`src/rtl/pc_seq_pkg.sv`:
```
// Shared types and constants for the fetch/retire sequencer.
// Holds the state encoding, the PC increment and the branch-offset helper.
package pc_seq_pkg;

    typedef enum logic [2:0] {
        IDLE   = 3'd0,
        FETCH  = 3'd1,
        DECODE = 3'd2,
        EXEC   = 3'd3,
        HALT   = 3'd4
    } seq_state_t;

    localparam logic [31:0] PC_STEP              = 32'd4;
    localparam logic [31:0] DEFAULT_RESET_VECTOR = 32'h0000_0000;

    // Word offset of a 16-bit branch immediate, sign-extended to 32 bits.
    function automatic logic [31:0] branch_offset(input logic [15:0] imm);
        return {{14{imm[15]}}, imm, 2'b00};
    endfunction

endpackage

```
`src/rtl/pc_sequencer_next_pc.sv`:
```
// Combinational next-PC selection: sequential, conditional branch, or jump.
// Jump takes priority over a branch when both are flagged.
module next_pc_calc
    import pc_seq_pkg::*;
(
    input  logic [31:0] pc,
    input  logic [25:0] instr_low,
    input  logic        zero,
    input  logic        branch,
    input  logic        branch_test,
    input  logic        jump,
    output logic [31:0] pc_next
);

    logic [31:0] pc4;
    logic [31:0] btarget;
    logic [31:0] jtarget;
    logic        take;

    assign pc4     = pc + PC_STEP;
    assign btarget = pc4 + branch_offset(instr_low[15:0]);
    assign jtarget = {pc4[31:28], instr_low, 2'b00};

    // branch_test selects the sense: 0 takes on zero (beq), 1 on non-zero (bne).
    assign take    = branch & (branch_test ^ zero);

    assign pc_next = jump ? jtarget : (take ? btarget : pc4);

endmodule

```
`src/rtl/pc_sequencer.sv`:
```
// Per-instruction fetch/decode/execute/retire sequencer owning the architectural PC.
// All handshake outputs are Moore decodes of the state register.
//
//   state  | meaning
//   IDLE   | one quiet cycle after reset
//   FETCH  | imem_req high, imem_addr = pc, waiting for imem_ack
//   DECODE | instr_valid pulse for the freshly latched instruction
//   EXEC   | waiting for exec_done, then commit pc_next and count retirement
//   HALT   | everything frozen until reset
module pc_sequencer
    import pc_seq_pkg::*;
#(
    parameter logic [31:0] RESET_VECTOR  = DEFAULT_RESET_VECTOR,
    parameter logic [31:0] RETIRED_RESET = 32'h0000_0000
) (
    input  logic        clk,
    input  logic        rst_n,
    output logic        imem_req,
    output logic [31:0] imem_addr,
    input  logic        imem_ack,
    input  logic [31:0] imem_rdata,
    output logic [31:0] instr,
    output logic        instr_valid,
    input  logic        exec_done,
    input  logic        Zero,
    input  logic        Branch,
    input  logic        BranchTest,
    input  logic        Jump,
    input  logic        halt,
    output logic [31:0] pc,
    output logic [31:0] retired,
    output logic        halted
);

    seq_state_t  state;
    seq_state_t  state_next;
    logic [31:0] pc_q;
    logic [31:0] instr_q;
    logic [31:0] retired_q;
    logic [31:0] pc_next;
    logic        fetch_fire;
    logic        retire_fire;

    next_pc_calc u_next_pc (
        .pc          (pc_q),
        .instr_low   (instr_q[25:0]),
        .zero        (Zero),
        .branch      (Branch),
        .branch_test (BranchTest),
        .jump        (Jump),
        .pc_next     (pc_next)
    );

    assign fetch_fire  = (state == FETCH) && imem_ack;
    assign retire_fire = (state == EXEC) && exec_done;

    always_ff @(posedge clk or negedge rst_n) begin
        if (!rst_n) begin
            state     <= IDLE;
            pc_q      <= RESET_VECTOR;
            instr_q   <= '0;
            retired_q <= RETIRED_RESET;
        end else begin
            state <= state_next;
            if (fetch_fire) begin
                instr_q <= imem_rdata;
            end
            if (retire_fire) begin
                pc_q      <= pc_next;
                retired_q <= retired_q + 32'd1;
            end
        end
    end

    always_comb begin
        state_next = state;
        unique case (state)
            IDLE:    state_next = FETCH;
            FETCH:   if (imem_ack) state_next = DECODE;
            DECODE:  state_next = EXEC;
            EXEC:    if (exec_done) state_next = halt ? HALT : FETCH;
            HALT:    state_next = HALT;
            default: state_next = IDLE;
        endcase
    end

    assign imem_req    = (state == FETCH);
    assign instr_valid = (state == DECODE);
    assign halted      = (state == HALT);
    assign imem_addr   = pc_q;
    assign pc          = pc_q;
    assign instr       = instr_q;
    assign retired     = retired_q;

endmodule
```
`config.mk`:
```
export PLATFORM = sky130hd
export DESIGN_NAME = pc_sequencer
export DESIGN_NICKNAME = d
export VERILOG_FILES = /design/src/rtl/pc_seq_pkg.sv /design/src/rtl/pc_sequencer_next_pc.sv /design/src/rtl/pc_sequencer.sv
export SDC_FILE = /design/constraint.sdc
export NUM_CORES = 1
export LEC_CHECK = 0
export ABC_AREA = 1
export CAP_MARGIN = 20
export CORE_MARGIN = 2
export CORE_UTILIZATION = 53
export DETAILED_ROUTE_END_ITERATION = 7
export GPL_TIMING_DRIVEN = 0
export PLACE_DENSITY = 0.92
export SYNTH_ARGS = -nofsm -noshare
export SYNTH_HDL_FRONTEND = slang
export SYNTH_SLANG_ARGS = --single-unit
```
`constraint.sdc`:
```
create_clock -name clk -period 3.4 [get_ports clk]
set_clock_uncertainty 0.1 [all_clocks]
set_input_delay 0.34 -clock clk [delete_from_list [all_inputs] [get_ports clk]]
set_output_delay 0.34 -clock clk [all_outputs]
set_load 0.01 [all_outputs]
```
# Yosys cells after proc, flatten, opt, wreduce, memory -nomap -nowiden
# Index checks and enable logic that the tools add are counted.
# word_totals
in_bits	41
romBits	0
n_memories	0
latch_bits	0
output_inout_bits	131
ff_bits	99
ram_bits	0
elab_cells	25
# op_classes
n_bitwise	2
order_cmp	0
multipliers	0
mux	6
n_reduce_logical	4
n_eq_ne	6
shift	0
div_mod_pow	0
n_addsub	3
# op_table
op	count
32-bit 2-to-1 mux	2
32-bit by 1-bit adder with 32-bit output (second input constant)	1
32-bit by 3-bit adder with 32-bit output (second input constant)	1
32-bit adder	1
3-bit one-hot mux with 5 select lines	1
3-bit 2-to-1 mux	3
3-bit by 2-bit == test with 1-bit output (second input constant)	2
3-bit by 1-bit == test with 1-bit output (second input constant)	1
3-bit == test (second input constant)	1
3-bit logical NOT	1
1-bit logical AND	2
2-bit by 1-bit inequality test with 1-bit output (second input constant)	1
2-bit inequality test (second input constant)	1
2-bit AND reduction	1
1-bit bitwise AND	1
1-bit XOR	1

# Longest topological paths before layout
# Gate-level depths: netlist of run 1.
# depth
depth_word	4
ltp_mapped	24
ltp_nobuf	24

# By module
# A second synthesis of run 1 with hierarchy kept.
# unflattened
cells_unflattened	1204
hier_area_um2	8259.2
# modules_own_cells
mod	seq_area_each_um2	cells_per_inst	instances	area_each_um2
pc_sequencer	2477.4	491	1	4714.5
next_pc_calc	0.0	713	1	3544.6

# Worst setup path before layout of run 1
# OpenSTA, ideal clock, no wires.
# synth_timing
path_kind	reg2reg
startpoint	register pc_q[2] (netlist: imem_addr[2])
endpoint	register pc_q[23] (netlist: imem_addr[23])
path_stages_with_launch	21
synth_period_minus_slack_ps	2821
slack_ps	579
t_required_ps	3183
setup_time_ps	117
arrival_ps	2604
path_cell_list	dfrtp_1 > ha_1 > nand3_1 > inv_1 > nand2_1 > nor2_1 > nand2_1 > xor2_1 > inv_1 > ha_1 > nand2_1 > nor2_1 > nand2_1 > nor2_1 > nand2_1 > nand3_1 > nand2_1 > nand3_1 > nand3_1 > nand2_1 > nand2_1
# synth_between
elab_chain_cells	4
# synth_rtl
item	line	rtl
start: declaration	pc_sequencer.sv:37	logic [31:0] pc_q;
start signal: assignment	pc_sequencer.sv:69	pc_q <= pc_next;
32-bit by 3-bit adder with 32-bit output *	pc_sequencer_next_pc.sv:20	assign pc4 = pc + PC_STEP;
32-bit adder	pc_sequencer_next_pc.sv:21	assign btarget = pc4 + branch_offset(instr_low[15:0]);
32-bit 2-to-1 mux * (2 in series)	pc_sequencer_next_pc.sv:27	assign pc_next = jump ? jtarget : (take ? btarget : pc4);
# Mark *: on every way between the ends. The rest lies on a longest branch, timed or not.
# A chain may end at the register's enable or synchronous reset.

# Worst setup path in the final report of run 1
# layout_timing
startpoint	register pc_q[7] (netlist: imem_addr[7])
endpoint	register pc_q[31] (netlist: imem_addr[31])
# layout_between
elab_chain_cells	4
# layout_rtl
item	line
32-bit by 3-bit adder with 32-bit output *	pc_sequencer_next_pc.sv:20
32-bit adder	pc_sequencer_next_pc.sv:21
32-bit 2-to-1 mux	pc_sequencer_next_pc.sv:27
32-bit 2-to-1 mux *	pc_sequencer_next_pc.sv:27
# Marks and branches as above.

==> results of run 1 <==
## power by group through the flow
stage | combinational, mW | clock [mW] | sequential, mW
6_report | 7.26 | 1.04 | 2.29
5_1_grt | 8.01 | 1.09 | 2.35
4_1_cts | 6.87 | 1.05 | 2.27
3_5_place_dp | 6.80 | 0 | 2.27
3_3_place_gp | 6.62 | 0 | 2.25
2_1_floorplan | 4.22 | 0 | 2.22
## cells in the final DEF (no fill, tap or decap), drive strengths merged
cell / Yosys / routed
o22ai: 1 / 1
and2: 4 / 4
clkdlybuf4s50: 0 / 165
a21boi: 3 / 3
a31oi: 1 / 1
nor4: 4 / 4
nand3: 81 / 81
dlygate4sd3: 0 / 1
a22oi: 2 / 2
dfrtp: 97 / 97
conb: 1 / 4
nor2: 123 / 123
nand2: 469 / 469
o21a: 1 / 1
nor3: 26 / 26
mux2: 23 / 23
nand3b: 9 / 9
or2: 8 / 8
o21bai: 2 / 2
inv: 186 / 187
clkbuf: 16 / 27
a21oi: 52 / 52
fa: 1 / 1
nand4: 21 / 21
bufinv: 0 / 1
o21ai: 18 / 18
a2bb2oi: 2 / 2
xnor2: 16 / 16
a21o: 1 / 1
clkinvlp: 0 / 3
clkinv: 1 / 1
buf: 40 / 54
xor2: 39 / 39
ha: 38 / 38
o211ai: 2 / 2
## logic make-up (layout without fill, tap and decap cells)
group	after synthesis	count (layout)	synth area share, %
buffers and inverters	243	439	12.5
XOR/XNOR	55	55	5.77
AND/OR/NAND/NOR	745	745	38.0
adder cells (fa/ha/maj)	39	39	5.93
other	1	4	0.0449
multiplexers	23	23	3.10
flip-flops	97	97	29.1
AO/OA/AOI/OAI	85	85	5.54
## state kept, by name (all words and copies together), names as in the netlist
register   flops
state          3
retired       32
imem_addr     30
instr         32
## path summary, 6_finish.rpt
kind / startpoint / endpoint / slack, ps / depth (start not counted)
worst max-delay path: imem_addr[7] / imem_addr[31] / 90 / 22
min in group clk: instr[31] / instr[31] / 410 / 1
max in group asynchronous: rst_n / imem_addr[14] / 2090 / 3
worst min-delay path: rst_n / imem_addr[27] / 370 / 2
worst max register to register: imem_addr[7] / imem_addr[31] / 90 / 22
worst min register to register: instr[31] / instr[31] / 410 / 1
## cells in the mapped netlist, types with 3 or more instances
library cell and count:
nand3b_1 8, or2_2 8, buf_4 34, buf_2 4
a21boi_0 3, clkbuf_1 16, o21ai_0 18, nand2_1 466
dfrtp_1 97, inv_1 185, nor4_1 4, nand3_1 80
a21oi_1 52, xnor2_1 16, xor2_1 39, ha_1 38
nor2_1 116, mux2_2 23, and2_1 4, nand2_2 3
nor2_4 4, nor3_1 24, nand4_1 19
## stage by stage
step / worst slack [ps] / TNS, ps
final: 91.4 / 0
after global routing: -32.2 / -90.2
after CTS: 1.35 / 0
after detailed placement: -337 / -2850
after global placement: -1710 / -166720
after floorplan: 579 / 0
## final cells by class
class	instances	share of cell area, %
inverter	187	6.47
clock buffer	11	2.15
buffer	56	3.16
clock inverter	5	0.588
tap	211	2.43
multi-input combinational	951	46.1
timing repair buffer	180	16.5
sequential	97	22.6
## layer usage
layer	GRT usage (%)	share of wire, %	up-vias
li1	-	-	4362
met1	43.6	39	4255
met2	57.0	48	485
met3	6.23	9.8	98
met4	14.2	3.6	0
met5	0	0	-
## what timing repair did
item	4_1_cts	5_1_grt
setup endpoints to repair	16	20
hold buffers	1	0
hold endpoints to repair	33	0
pin swaps	1	2
gates resized for setup	12	40
setup buffers	1	11
==> metrics.md, run 1 <==
| Metric | Value |
|---|---|
| Cts bufs inserted | 9 |
| Inst Count DP | 1669 |
| EDFF count, synth | 0 |
| Via count | 9200 |
| Power Dens Cells | 977 nW/um^2 |
| Die area | 16800 sq um |
| Share of layout cells above drive strength 1 | 10.8% |
| Fin util | 70.8% |
| Core Region | 15300 sq um |
| Max Clk Rate | 302 MHz |
| Clk_lat worst skew | 350 ps |
| Routed wire per std cell | 17.0 um |
| Seq pwr share | 21.6% |
| Measured slew at the worst slew-check pin | 924 ps |
| Remaining global-route overflow | 0 |
| Worst EP required | 3540 ps |
| Post-route design area | 10800 sq um |
| Synth unique cells | 44 |
| Status | finished clean |
| Worst hold-check path type | in2async |
| Area of the multi-input gates | 5010 sq um |
| Slew Viols, Final | 0 |
| Placed wire-length estimate | 22400 um |
| First-pass GRT wire length | 44400 um |
| Critical Setup Path Class | reg2reg |
| Crit-path slowest cell | dfrtp_2 |
| Die Y | 130 um |
| Vias in the first global route | 8778 |
| Routed Antenna Nets | 0 |
| Internal power | 5.25 mW |
| Cells after synthesis | 1288 |
| Port bufs | 166 |
| Cell row count | 45 |
| Routed WL | 28800 um |
| Max Cap Viol | 0 |
| CTS Sinks | 97 |
| ANT cells | 0 |
| Boundary pin count | 172 |
| Area contributors post-synth | dfrtp_1 29%, nand2_1 21%, inv_1 8.3% |
| Post-DP Area | 10300 sq um |
| Starting Density | 54.5% |
| Period minus WS final | 3310 ps |
| Worst VDD drop | 767 uV |
| Clock tree root buffer cell | clkbuf_16 |
| Largest net degree at the start of global routing | 65 |
| GPL Wtd Cong | 1.00 |
| GRT Util Overall | 34.1% |
| Synth top area share | 29.1% |
| Remaining DRCs | 0 |
| Layout Nets | 1562 |
| Vias per inst | 5.42 |
| Top FF cell, synth | dfrtp_1 |
| CTS tree | built |
| Yosys warning count | 0 |
| Max-Slew Margin vs Limit | 38.4% |
| Fillers | 1309 |
| Starting DRT DRC Count | 1057 |
| Initial antenna violation count | 0 |
| Worst-path fanout max | 6 |
| Drt pass-1 iters | 6 |
| Final hold vios | 0 |
| Crit start category | register |
| Endpoints failing setup | 0 |
| Ys async rst share | 100% |
| CP Buf/Inv Count | 5 |
| WHS | 370 ps |
| Final Non-Filler Cells | 1698 |
| Area Growth Syn to Fin | 29.9% |
| Seq/Total Area, Yosys | 29.1% |
| Most common cell type on the critical path | nand2_1 |
| Clock Path Buffers | 2 |
| Sw Pwr | 5.35 mW |
| Combinational Power Share | 68.5% |
| Clock power frac | 9.8% |
| H-Tree Depth | 3 |
| CP arrival | 3450 ps |
| Register area | 2450 sq um |
| Largest area contributor in the netlist | dfrtp_1 |
| CP top delay family | simple AND/OR/NAND/NOR gates |
| Die extent in x | 130 um |
| Power Total | 10.6 mW |
| Flip-flop and latch count after synthesis | 97 |
| Critical path cell sequence | nand2_1 -> nor2_1 -> nand2_2 -> nor3_4 -> buf_4 -> nand3_1 -> nand2_1 -> inv_1 -> ha_1 -> nand2_1 -> nor3_2 -> nand2_1 -> inv_1 -> nand2_1 -> nand2_1 -> inv_1 -> nand2_1 -> inv_1 -> nand2_1 -> nand3_1 -> nand2_1 -> nand2_1 |
| Switching part of the total | 50.5% |
| Syn avg cell area | 6.49 sq um |
| Crit share post-route | 97.3% |
| Max stage delay on crit path | 440 ps |
| Clk slew on worst S/H paths | 80 ps |
| Kind of end point of the critical path | register |
| P_leak | 5.55 nW |
| Cell area after synthesis | 8350 sq um |
(Power assumes the default switching activity.)
==> run 2, diff against run 1 <==
- GPL_ROUTABILITY_DRIVEN: default -> 0
==> run 2 against run 1 <==
Against the previous run: highest routed layer unchanged; routed wire length fell by 3.2%; clock-buffer cell count did not move; first-iteration DRC count fell by 11%; sequential share of layout area rose by 0.22 points; critical path depth fell by 3; hold slack got worse by 39 ps; sequential cell count did not move; largest power group unchanged; non-clock buffer count fell by 10; power fell by 1.4%; clock power rose by 4%; die area did not move; core utilization fell by 0.83 points.
==> metrics.md, run 2 (synthesis gave the netlist of run 1 again) <==
| Metric | Value |
|---|---|
| Status | finished clean |
| Worst-path fanout max | 6 |
| First-pass GRT wire length | 43300 um |
| Area Growth Syn to Fin | 28.4% |
| Initial antenna violation count | 0 |
| Port bufs | 166 |
| Critical Setup Path Class | reg2reg |
| Starting DRT DRC Count | 944 |
| Routed Antenna Nets | 0 |
| Clk slew on worst S/H paths | 70 ps |
| Kind of end point of the critical path | register |
| Placed wire-length estimate | 21100 um |
| Cts bufs inserted | 9 |
| Cell row count | 45 |
| Vias in the first global route | 8896 |
| Die Y | 130 um |
| Fillers | 1184 |
| ANT cells | 0 |
| Largest net degree at the start of global routing | 72 |
| Via count | 9485 |
| Clock tree root buffer cell | clkbuf_16 |
| Max-Slew Margin vs Limit | 39.7% |
| Clock Path Buffers | 2 |
| Worst hold-check path type | in2async |
| Measured slew at the worst slew-check pin | 905 ps |
| Remaining global-route overflow | 0 |
| CP arrival | 3460 ps |
| Clk_lat worst skew | 360 ps |
| Slew Viols, Final | 0 |
| Final hold vios | 0 |
| Drt pass-1 iters | 6 |
| Die extent in x | 130 um |
| GRT Util Overall | 32.8% |
| Remaining DRCs | 0 |
| Boundary pin count | 172 |
| Commonest cells after routing, fill and taps aside | 465 x nand2_1, 184 x inv_1, 165 x clkdlybuf4s50_1, 108 x nor2_1, 82 x dfrtp_1 |
| Vias per inst | 5.62 |
| CTS tree | built |
| Post-DP Area | 10300 sq um |
| Crit start category | register |
| Most common cell after layout, fill and taps aside | nand2_1 |
| Max Cap Viol | 0 |
| CTS Sinks | 97 |
| Routed WL | 27800 um |
| Period minus WS final | 3310 ps |
| Worst EP required | 3550 ps |
| Die area | 16800 sq um |
| Layout Nets | 1552 |
| Post-route design area | 10700 sq um |
| P_leak | 5.50 nW |
| Share of layout cells above drive strength 1 | 9.21% |
| Endpoints failing setup | 0 |
| Routed wire per std cell | 16.5 um |
| Unrepaired setup endpoints after global routing | true |
| Max Clk Rate | 302 MHz |
| Crit share post-route | 97.3% |
| Core Region | 15300 sq um |
| H-Tree Depth | 3 |
| Worst VDD drop | 562 uV |
| Starting Density | 54.5% |
| Power Dens Cells | 975 nW/um^2 |
| Power Total | 10.4 mW |
## run 2: cell count changes in the layout (fill, tap and decap cells not counted), sizes merged
| cell | change |
|---|---|
| clkinvlp | -1 |
| buf | -10 |
| clkinv | +1 |
## run 2: cell type report
class	count	area, sq um	area share [%]
plain buffers	56	343	3.20
clock buffers	11	243	2.26
clock inverters	5	62.6	0.584
inverters	187	702	6.55
multi-input cells	951	4950	46.2
flip-flops and latches	97	2450	22.8
well taps	211	264	2.46
repair buffers	170	1710	16.0
## run 2: what timing repair did
item	in CTS	in global routing
pin swaps	0	1
endpoints found under the setup margin	13	20
hold buffers	1	0
endpoints found under the hold margin	26	0
gates resized for setup	4	28
setup buffers	0	2
## run 2: metrics by stage
step                      TNS [ps]  util (%)  worst slack, ps  std cells  hold WS (ps)
after floorplan                  0         -              579       1291         -55.6
after global placement     -164740      67.2            -1710       1668           387
after detailed placement      -614      67.4             -141       1669           181
after CTS                        0      69.5             21.6       1686           350
after global routing          -109      70.0            -52.0       1688           372
final                            0      70.0             90.2       1688           331
## run 2: power breakdown
part	internal, mW	total [mW]	switching (mW)
sequential	1.58	2.31	0.730
combinational	2.99	7.06	4.07
clock	0.596	1.08	0.489
## run 2: layer usage
metal,track usage (%),vias to the layer above,wire length (um)
met1,40.3,4307,10200
met2,52.6,660,12600
met4,18.5,0,1590
met3,8.51,162,3410
met5,0,-,0
li1,-,4356,-
## run 2: worst paths after layout
check / startpoint / cells after the start / end / slack (ps)
worst max-delay path: imem_addr[7] / 19 / imem_addr[31] / 90
worst min-delay path: rst_n / 2 / instr[24] / 330
worst max register to register: imem_addr[7] / 19 / imem_addr[31] / 90
worst min register to register: instr[30] / 1 / instr[30] / 410
max in group asynchronous: rst_n / 3 / imem_addr[16] / 2150
min in group clk: instr[30] / 1 / instr[30] / 410
## run 2: worst max-delay path: stages, from the launching register on
cell and delay, ps:
dfrtp_2 470, nand2_1 120, nor2_1 100, nand2_1 180
nor3_2 370, xor2_1 150, ha_1 380, nand2_1 110
nor2_1 300, nand2_1 120, inv_1 60, nand2_1 50
nand2_1 150, nand2_1 80, nand2_1 130, inv_1 50
nand2_1 50, nand3_1 80, nand2_1 90, nand2_1 40
==> run 3, diff against run 2 <==
- CORE_ASPECT_RATIO: default -> 1.5
==> run 3 against run 2 <==
Against the previous run: the run now ends with design-rule violations, negative setup slack left; via count increased by 3.5%; critical path depth is 1 higher; first-iteration DRC count rose by 37%; hold slack improved by 16 ps; sequential cell count did not move; sequential power about the same; critical endpoint is now imem_addr[23]; largest power group unchanged.
==> metrics.md, run 3 (synthesis gave the netlist of run 1 again) <==
| Metric | Value |
|---|---|
| Max Cap Viol | 0 |
| Routed WL | 30700 um |
| GRT Util Overall | 34.3% |
| Power Dens Cells | 981 nW/um^2 |
| Initial antenna violation count | 0 |
| Cts bufs inserted | 9 |
| Clk_lat worst skew | 350 ps |
| First-pass GRT wire length | 45000 um |
| Core Region | 15600 sq um |
| Critical Setup Path Class | reg2reg |
| Die area | 16800 sq um |
| Failing checks | design-rule violations, negative setup slack |
| H-Tree Depth | 3 |
| Slew Viols, Final | 0 |
| CP startpoint | imem_addr[2] |
| CP arrival | 3560 ps |
| Starting Density | 53.7% |
| Port bufs | 166 |
| Measured slew at the worst slew-check pin | 1010 ps |
| Setup crit end | imem_addr[23] |
| Drt pass-1 iters | 8 |
| Max-Slew Margin vs Limit | 33.0% |
| Cell row count | 56 |
| R2R Setup Slk | -40 ps |
| Vias per inst | 5.79 |
| Final hold vios | 0 |
| Die Y | 158 um |
| RR Endpoint | imem_addr[23] |
| Setup WS post-layout | -38.7 ps |
| Commonest cells after routing, fill and taps aside | 458 x nand2_1, 184 x inv_1, 165 x clkdlybuf4s50_1, 105 x nor2_1, 78 x dfrtp_1 |
| Post-DP Area | 10300 sq um |
| Worst-path fanout max | 6 |
| Period minus WS final | 3440 ps |
| Via count | 9813 |
| Fillers | 1162 |
| Endpoints failing setup | 3 |
| Share of layout cells above drive strength 1 | 11.5% |
| Routed Antenna Nets | 0 |
| Most common cell after layout, fill and taps aside | nand2_1 |
| Status | finished, violations left |
| Largest net degree at the start of global routing | 73 |
| Crit start category | register |
| Crit share post-route | 101% |
| Layout Nets | 1568 |
| Vias in the first global route | 9314 |
| R2r startpoint | imem_addr[2] |
| Worst VDD drop | 610 uV |
| P_leak | 5.58 nW |
| Worst EP required | 3520 ps |
| CTS Sinks | 97 |
| Clock Path Buffers | 2 |
| Kind of end point of the critical path | register |
| Placed wire-length estimate | 22200 um |
| Starting DRT DRC Count | 1296 |
| Worst hold-check path type | in2async |
| Die extent in x | 107 um |
| Remaining DRCs | 17 |
| Area Growth Syn to Fin | 31.0% |
| Clock tree root buffer cell | clkbuf_16 |
| Max Clk Rate | 291 MHz |
| Remaining global-route overflow | 0 |
| Inst Count DP | 1661 |
| ANT cells | 0 |
| Routed wire per std cell | 18.1 um |
| Power Total | 10.7 mW |
| WHS | 348 ps |
| Final Non-Filler Cells | 1695 |
| FF-to-FF path depth | 20 |
| CTS tree | built |
| Clk slew on worst S/H paths | 80 ps |
| Post-route design area | 10900 sq um |
| Boundary pin count | 172 |
[run 3: cell types whose count changed in the layout (fill, tap and decap cells not counted), sizes merged]
| cell | delta |
|---|---|
| clkinv | -1 |
| buf | +16 |
| clkbuf | -1 |
| inv | +1 |
[run 3: where the power goes]
part           leakage (nW)  internal [mW]  switching, mW
combinational          4.28           3.13           4.21
clock                 0.142          0.593          0.471
sequential             1.16           1.58          0.750
[run 3: layout make-up]
cell class	count	area, sq um	area share, %
Multi-Input combinational cell	951	5060	46.2
Sequential cell	97	2450	22.4
Buffer	56	343	3.13
Clock buffer	10	239	2.18
Clock inverter	5	62.6	0.572
Inverter	187	702	6.41
Tap cell	203	254	2.32
Timing Repair Buffer	186	1830	16.7
[run 3: timing repair]
item | in CTS | in global routing
resized for setup | 10 | 49
pin swaps | 0 | 7
setup buffers | 0 | 18
endpoints found under the hold margin | 25 | 0
gates cloned | 0 | 0
endpoints found under the setup margin | 9 | 20
hold buffers | 1 | 0
[run 3: metrics by stage]
stage          setup TNS, ps  worst slack, ps  util (%)
3_3_place_gp         -164420            -1700      66.1
5_1_grt                -1470             -237      70.4
2_1_floorplan              0              579         -
3_5_place_dp            -406             -180      66.2
4_1_cts                    0             15.9      68.4
6_report               -75.2            -38.7      70.4
[run 3: worst max-delay path, stage by stage, from the launching register on]
cell and delay (ps):
dfrtp_2 460, ha_2 240, nand3_2 120, inv_2 110, nand2_2 160, nor2_4 220
nand2_1 90, xor2_1 190, inv_1 120, ha_4 310, nand2_1 100, nor2_2 160
nand2_2 90, nor2_1 110, nand2_1 90, nand3_1 100, nand2_1 50, nand3_1 110
nand3_1 140, nand2_1 150, nand2_1 90
[run 3: routing by layer]
metal	up-vias	track usage [%]	part of all wire [%]
met1	4367	35.7	32
met2	769	61.4	47
met4	0	26.2	10
met5	-	0	0
li1	4380	-	-
met3	297	5.68	11
[run 3: how the worst min path moves through the flow]
stage / cells after the start / endpoint
after global routing: 2 / instr[29]
after global placement: 1 / instr[27]
after detailed placement: 1 / state[2]
after CTS: 2 / instr[8]
after floorplan: 0 / imem_addr[10]
final: 2 / instr[8]
